<file path="config.mk">
export PLATFORM = sky130hd
export DESIGN_NAME = writeback
export DESIGN_NICKNAME = d
export VERILOG_FILES = /design/src/rtl/writeback.sv
export SDC_FILE = /design/constraint.sdc
export NUM_CORES = 1
export LEC_CHECK = 0
export ABC_CLOCK_PERIOD_IN_PS = 6100
export BUFFER_PORTS_ARGS = -buffer_cell sky130_fd_sc_hd__buf_4
export CAP_MARGIN = 20
export CORE_MARGIN = 4
export CORE_UTILIZATION = 52
export CTS_BUF_LIST = sky130_fd_sc_hd__clkbuf_16
export CTS_CLUSTER_SIZE = 12
export DETAILED_ROUTE_END_ITERATION = 8
export PLACE_DENSITY = 0.84
export SYNTH_ARGS = -nofsm -noshare
export SYNTH_HDL_FRONTEND = slang
export SYNTH_SLANG_ARGS = --single-unit
</file>
<file path="constraint.sdc">
create_clock -name clk -period 6.1 [get_ports clk]
set_input_delay 1.22 -clock clk [delete_from_list [all_inputs] [get_ports clk]]
set_output_delay 1.22 -clock clk [all_outputs]
set_load 0.05 [all_outputs]
</file>
<file path="src/rtl/writeback.sv">
// Final pipeline stage: retires instructions, formats load data, drives the
// register-file write bundle, fetch redirect/flush and the retired-instruction count.
module writeback #(
  parameter int FLUSH_CYCLES = 2
) (
  input  logic        clk,
  input  logic        rst_n,
  input  logic        m_valid,
  input  logic [31:0] m_instr_addr,
  input  logic [4:0]  m_rd_ind,
  input  logic        m_reg_tk,
  input  logic        m_mem_tk,
  input  logic [31:0] m_reg_dat,
  input  logic [2:0]  m_load_fn,
  input  logic [1:0]  m_addr_lo,
  input  logic        m_redirect,
  input  logic [31:0] m_redirect_addr,
  input  logic        dmem_rvalid,
  input  logic [31:0] dmem_rdata,
  output logic        stall_out_bk,
  output logic        w_reg_tk,
  output logic        w_mem_tk,
  output logic [4:0]  w_rd_ind,
  output logic [31:0] w_reg_dat,
  output logic [31:0] w_mem_dat,
  output logic        w_flush,
  output logic        redirect_valid,
  output logic [31:0] redirect_addr,
  output logic [63:0] instret
);

  typedef enum logic [1:0] {IDLE, WAIT_LOAD, FLUSH} state_t;

  state_t      state;
  logic [3:0]  flush_cnt;
  logic        retire;
  logic        take_redirect;
  logic        rd_nonzero;
  logic [7:0]  load_byte;
  logic [15:0] load_half;
  logic [31:0] load_fmt;
  logic        unused;

  // The PC of the retiring instruction has no consumer in this stage.
  assign unused = ^m_instr_addr;

  assign rd_nonzero = (m_rd_ind != 5'd0);

  assign retire = ((state == IDLE) && m_valid && (!m_mem_tk || dmem_rvalid)) ||
                  ((state == WAIT_LOAD) && dmem_rvalid);

  assign take_redirect = retire && m_redirect && !m_mem_tk;

  // Gated by rst_n so every output reads 0 while reset is held.
  assign stall_out_bk = rst_n &&
                        (((state == IDLE) && m_valid && m_mem_tk && !dmem_rvalid) ||
                         ((state == WAIT_LOAD) && !dmem_rvalid));

  always_comb begin
    load_byte = dmem_rdata[7:0];
    case (m_addr_lo)
      2'd0: load_byte = dmem_rdata[7:0];
      2'd1: load_byte = dmem_rdata[15:8];
      2'd2: load_byte = dmem_rdata[23:16];
      2'd3: load_byte = dmem_rdata[31:24];
      default: load_byte = dmem_rdata[7:0];
    endcase
    load_half = m_addr_lo[1] ? dmem_rdata[31:16] : dmem_rdata[15:0];
    case (m_load_fn)
      3'b000:  load_fmt = {{24{load_byte[7]}}, load_byte};
      3'b100:  load_fmt = {24'd0, load_byte};
      3'b001:  load_fmt = {{16{load_half[15]}}, load_half};
      3'b101:  load_fmt = {16'd0, load_half};
      default: load_fmt = dmem_rdata;
    endcase
  end

  always_ff @(posedge clk or negedge rst_n) begin
    if (!rst_n) begin
      state          <= IDLE;
      flush_cnt      <= 4'd0;
      w_reg_tk       <= 1'b0;
      w_mem_tk       <= 1'b0;
      w_rd_ind       <= 5'd0;
      w_reg_dat      <= 32'd0;
      w_mem_dat      <= 32'd0;
      w_flush        <= 1'b0;
      redirect_valid <= 1'b0;
      redirect_addr  <= 32'd0;
      instret        <= 64'd0;
    end else begin
      w_reg_tk       <= retire && m_reg_tk && !m_mem_tk && rd_nonzero;
      w_mem_tk       <= retire && m_mem_tk && rd_nonzero;
      redirect_valid <= take_redirect;
      if (retire) begin
        w_rd_ind  <= m_rd_ind;
        w_reg_dat <= m_reg_dat;
        w_mem_dat <= load_fmt;
        instret   <= instret + 64'd1;
      end
      if (take_redirect) begin
        redirect_addr <= m_redirect_addr;
      end
      case (state)
        IDLE: begin
          if (take_redirect) begin
            state     <= FLUSH;
            w_flush   <= 1'b1;
            flush_cnt <= 4'(FLUSH_CYCLES - 1);
          end else if (m_valid && m_mem_tk && !dmem_rvalid) begin
            state <= WAIT_LOAD;
          end
        end
        WAIT_LOAD: begin
          if (dmem_rvalid) begin
            state <= IDLE;
          end
        end
        FLUSH: begin
          // flush_cnt counts the flush cycles still to come after this one.
          if (flush_cnt == 4'd0) begin
            state   <= IDLE;
            w_flush <= 1'b0;
          end else begin
            flush_cnt <= flush_cnt - 4'd1;
          end
        end
        default: begin
          state   <= IDLE;
          w_flush <= 1'b0;
        end
      endcase
    end
  end

endmodule

</file>
Yosys cells after proc, flatten, opt, wreduce, memory -nomap -nowiden:

Index checks and enable logic that the tools add are counted.

* register bits after elaboration: 175

* bitwise operators: 1
* $add $sub $neg: 2
* equality and inequality tests: 13
* muxes and demuxes: 14
* reductions and logical operators: 30

Operators with widths (number)
* 32-bit case mux with 4 select lines: 1
* 64-bit by 1-bit adder with 64-bit output (second input constant): 1
* 8-bit case mux with 4 select lines: 1
* 1-bit logical AND: 16
* 16-bit two-way mux: 1
* 3-bit AND reduction: 3
* 2-bit two-way mux: 4
* 4-bit two-way mux: 2
* 2-bit inequality test (second input constant): 4
* 4-bit case mux with 2 select lines: 1
* 2-bit == test (second input constant): 3
* 3-bit == test (second input constant): 2
* 2-bit case mux with 3 select lines: 1
* 5-bit nonzero test: 1
* 2-bit by 1-bit == test with 1-bit output (second input constant): 2
* 2-bit zero test: 2
* 4-bit zero test: 1
* 4-bit by 1-bit subtractor with 4-bit output (second input constant): 1
* 3-bit by 1-bit == test with 1-bit output (second input constant): 1
* 3-bit zero test: 1
* 1-bit logical OR: 3
* 3-bit by 2-bit inequality test with 1-bit output (second input constant): 1
* 1-bit case mux with 3 select lines: 1
* 1-bit zero test: 2
* 3 further kinds: 4

Longest topological paths before layout:

* word-level depth: 8
* mapped depth: 7
* depth with buffers taken out: 7

Least setup slack after synthesis:

No wires, ideal clock.

* kind: input-to-output
* from: in m_valid
* to: out stall_out_bk
* arrival: 1.862 ns
* stages: 3
* setup slack: 3.018 ns
* cells stage by stage: a21oi_1 > nor3_1 > and2_1

* cells in the longest elaborated chain, start to end: 5

Ends and longest elaborated chain
* start: declaration: RTL line 8 `input logic m_valid,`
* 1-bit logical AND (3 in a row): RTL line 56 `(((state == IDLE) && m_valid && m_mem_tk && !dmem_rvalid) ||`
* 1-bit logical OR: RTL line 56
* 1-bit logical AND: RTL line 55 `assign stall_out_bk = rst_n &&`
* end: declaration: RTL line 20 `output logic stall_out_bk,`

No other way between the ends.

Worst setup path in the final report:

* from: in m_mem_tk
* to: reg instret[55]

* cells in the longest elaborated chain, start to end: 4

Ends and longest elaborated chain
* start: declaration: RTL line 12 `input logic m_mem_tk,`
* 1-bit zero test: RTL line 49 `assign retire = ((state == IDLE) && m_valid && (!m_mem_tk || dmem_rvalid)) ||`
* 1-bit logical OR: RTL line 49
* 1-bit logical AND: RTL line 49
* 1-bit logical OR: RTL line 49
* end signal: assignment: RTL line 99 `instret <= instret + 64'd1;`
* end: declaration: RTL line 29 `output logic [63:0] instret`

No other way between the ends.
A chain may end at the register's enable or synchronous reset.

==> qor.log <==
qor: detailed_routing.first_pass_iters 5
qor: clock_network.cts-root-buf clkbuf_16
qor: global_routing.grt_busiest_layer met2
qor: synthesis.synth_edf_count 0
qor: setup_path.reg2reg_depth 6
qor: synthesis.sequential_fraction_of_the_synthesis_area 56.8%
qor: detailed_routing.wl_per_cell 17.2 um
qor: timing.period_minus_slack 3.46 ns
qor: setup_path.crit_start m_mem_tk
qor: run_status.status completed
qor: clock_network.cts_post_setup_buffers_inserted 0
qor: setup_path.worstSetupPathDepth 7
qor: setup_path.required_time_of_the_critical_path 6.41 ns
qor: placement.place_congestion 0.846
qor: synthesis.yosysTopAreaCell dfrtp_1
qor: global_routing.number_of_antenna_violations_at_the_first_check_in_global_routing 0
qor: timing.setup-tns-final 0 ns
qor: synthesis.synth.cell_area 0.00771 mm^2
qor: synthesis.synth_xor_xnor_area_share 7.38%
qor: timing.timing.final.max_slew_violations 0
qor: pwr.power.density 506 mW/mm^2
qor: synthesis.number_of_instances_in_the_synthesized_netlist 749
qor: clock_network.postCtsHoldBufs 0
qor: synthesis.synth_area_in_compound_gates 6.60%
qor: floorplan.placement_rows 44
qor: setup_path.worst_setup_path_start_kind input port
qor: setup_path.cp_max_fo 63
qor: setup_path.setup.worst_path.end_class register
qor: placement.numPortBuffers 282
qor: setup_path.end_of_the_critical_path instret[55]
qor: synthesis.yosys_most_used_dff dfrtp_1
qor: hold_path.min-delay-path-class reg -> reg
qor: clock_network.clkTransAtPathRegs 0.07 ns
qor: clock_network.number_of_sinks_driven_by_the_clock_tree 175
qor: synthesis.syn_avg_cell_area 10.3 um^2
qor: placement.dpl-instance-area 0.00999 mm^2
qor: flow_run.drv.max_cap_violation_count 0
qor: setup_path.r2r_end instret[55]
qor: setup_path.cp_cell_sequence buf_4 -> nor2_1 -> o221a_2 -> buf_4 -> nand3_1 -> or3_1 -> xnor2_1
qor: setup_path.crit_path_top_delay_cell nand3_1
qor: placement.hpwlAfterDp 15600 um
qor: timing.report.final.hold_viol_count 0
qor: detailed_routing.final_antenna_net_count 0
qor: floorplan.number_of_top_level_pins 315
qor: final_layout.layout.area.seq 0.00438 mm^2
qor: global_routing.global_route.usage.met3 7.74%
qor: synthesis.synth_top_family_by_area simple AND/OR/NAND/NOR gates
qor: floorplan.fp.coreArea 0.0145 mm^2
qor: global_routing.grt_first_pass_wirelength 33200 um
qor: final_layout.layout-drive-gt1-share 34.6%
qor: floorplan.start_util 53.1%
qor: setup_path.reg2reg_setup_slack 3.09 ns
qor: final_layout.post_route_standard_cell_area_excluding_fillers 0.0105 mm^2
qor: synthesis.synth.most_common_cell nand2_1
qor: clock_network.tritoncts done
qor: timing.max_freq 289 MHz
qor: final_layout.area.growth.synth_to_final 36.7%
qor: final_layout.multiInputGateArea 0.00314 mm^2
qor: timing.worst_clock_skew 0.00760 ns
qor: synthesis.netlist_top_cells_count nand2_1, dfrtp_1, nor2_1
qor: synthesis.muxShareOfSynthArea 5.50%
qor: global_routing.maximum_number_of_pins_on_one_net_before_global_route_repair 74
qor: detailed_routing.drt_first_iter_violations 359
qor: clock_network.clock_latency 0.42 ns
qor: synthesis.ys_types 54
qor: synthesis.synthTopCellsByArea dfrtp_1, nand2_1, xor2_1
qor: detailed_routing.remaining_drc_errors 0
qor: setup_path.worstPathBufferInverterCount 2
qor: placement.placedCellCount 1186
qor: timing.relSlewSlack 38.5%
qor: detailed_routing.num_vias 6513
qor: synthesis.yosys.area_share.adder 0.324%
qor: setup_path.rr_startpoint state[0]
qor: clock_network.cts_buffer_depth 2
qor: setup_path.cpLargestDelayFamily simple AND/OR/NAND/NOR gates
qor: final_layout.insertedDiodeCount 0
qor: final_layout.number_of_nets_in_the_layout 1169
qor: timing.period_share 56.7%
qor: synthesis.synth_seq_cells 175
qor: global_routing.globalRoute.totalOverflow 0
qor: global_routing.grt_util_all_layers 25.1%
qor: final_layout.fill_cells 1075
qor: timing.setup-violations-final 0
qor: setup_path.crit_top_cell buf_4
qor: timing.worst-slew-pin-transition 0.911 ns
qor: clock_network.htree_num_levels 4
qor: setup_path.critical-path-max-stage-delay 0.71 ns
qor: synthesis.yosys.area.top_type_share 56.8%
qor: pwr.peakVddDrop 0.000363 V
qor: setup_path.cp.arrival 3.77 ns
qor: detailed_routing.drt_wl_total 21000 um
qor: synthesis.share_of_synthesized_registers_carrying_an_async_set_or_reset 100%
qor: global_routing.number_of_global_route_vias_before_repair 6295
qor: detailed_routing.vias_per_cell 5.34
qor: clock_network.postCtsResizedCells 0
qor: global_routing.gr-usage-met2 40.6%
qor: timing.grt_setup_unrepaired no
qor: floorplan.die_width 130 um
qor: final_layout.finish.cell_count_without_fillers 1219
qor: setup_path.crit_type in -> reg
qor: floorplan.floorplan.die_area 0.0168 mm^2
qor: floorplan.die_y 130 um
qor: global_routing.global_route.usage.met1 31.9%
qor: clock_network.numCtsBuffers 17
qor: synthesis.syn_nets 896
qor: pwr.static-leakage-power 5.29 nW
qor: synthesis.synthesis.yosys.warnings 0
qor: synthesis.yosys.area_share.simple 20.6%
worst register-to-register path, cell delays in order, from the launching register on:
cell and delay [ns]:
dfrtp_1 0.46, nor2_1 0.25, o221a_2 0.22, buf_4 0.56
nand3_1 0.72, or3_1 0.56, xnor2_1 0.13
worst min path at each step:
stage | depth (start not counted) | slack (ns) | from | to
after floorplan | 1 | 0.46 | flush_cnt[0] | flush_cnt[0]
final | 1 | 0.48 | instret[63] | instret[63]
after CTS | 1 | 0.47 | instret[63] | instret[63]
after detailed placement | 1 | 0.46 | instret[63] | instret[63]
after global placement | 2 | 0.46 | w_reg_dat[7] | w_reg_dat[7]
after global routing | 2 | 0.50 | w_reg_dat[13] | w_reg_dat[13]
per-stage QoR:
step	setup WS [ns]	utilization (%)	total power, W	hold slack (ns)
6_report	2.64	72.6	0.00534	0.477
3_3_place_gp	2.24	68.8	0.00430	0.459
4_1_cts	2.63	72.5	0.00537	0.473
5_1_grt	2.45	72.6	0.00558	0.498
3_5_place_dp	2.22	68.8	0.00435	0.461
2_1_floorplan	3.02	-	0.00347	0.459
routing by layer:
layer / vias to the layer above / wire length [um]
met1: 3098 / 8240
met4: 0 / 576
met5: - / 0
met3: 41 / 1980
li1: 3098 / -
met2: 276 / 10200
flip-flops by register name (all words and copies together) (netlist names):
name,flops
w_rd_ind,5
flush_cnt,4
w_mem_dat,32
w_reg_dat,32
state,2
redirect_valid,1
w_mem_tk,1
redirect_addr,32
w_reg_tk,1
w_flush,1
instret,64
cells in the final DEF (no fill, tap or decap), drive strengths merged, types with 3 or more instances in the layout:
master and instances:
buf 288, nand2 184, dfrtp 175, nor2 46, xor2 34, mux2 33, xnor2 31, nor3 29
inv 24, a21oi 22, nand4 22, o21ai 20, nand3 18, clkbuf 17, nor4 11, clkinv 10
o22ai 7, a221oi 7, o211ai 7, o31a 5, or4 4, mux2i 3, and3 3, clkinvlp 3
nor4b 3
final cells by class:
class                           count  area share (%)
Sequential cell                   175            41.5
Multi-Input combinational cell    517            29.8
Timing Repair Buffer              288            20.5
Clock buffer                       17            4.03
Tap cell                          184            2.18
Clock inverter                     15            1.15
Inverter                           23           0.819
report_power, final:
part	leakage, nW	total, W	switching, W	internal (W)
logic	2.86	0.00255	0.00181	0.000740
clock network	0.260	0.00101	0.000455	0.000558
registers	2.17	0.00177	0.000235	0.00154
total	5.29	0.00534	0.00250	0.00283
logic make-up (layout without fill, tap and decap cells):
kind of cell | after synthesis | in the layout
fa+ha+maj | 2 | 2
flops | 175 | 175
simple gates | 334 | 334
compound gates | 79 | 79
buf+inv | 57 | 343
mux | 37 | 37
xor+xnor | 65 | 65
(Power assumes the default switching activity.)
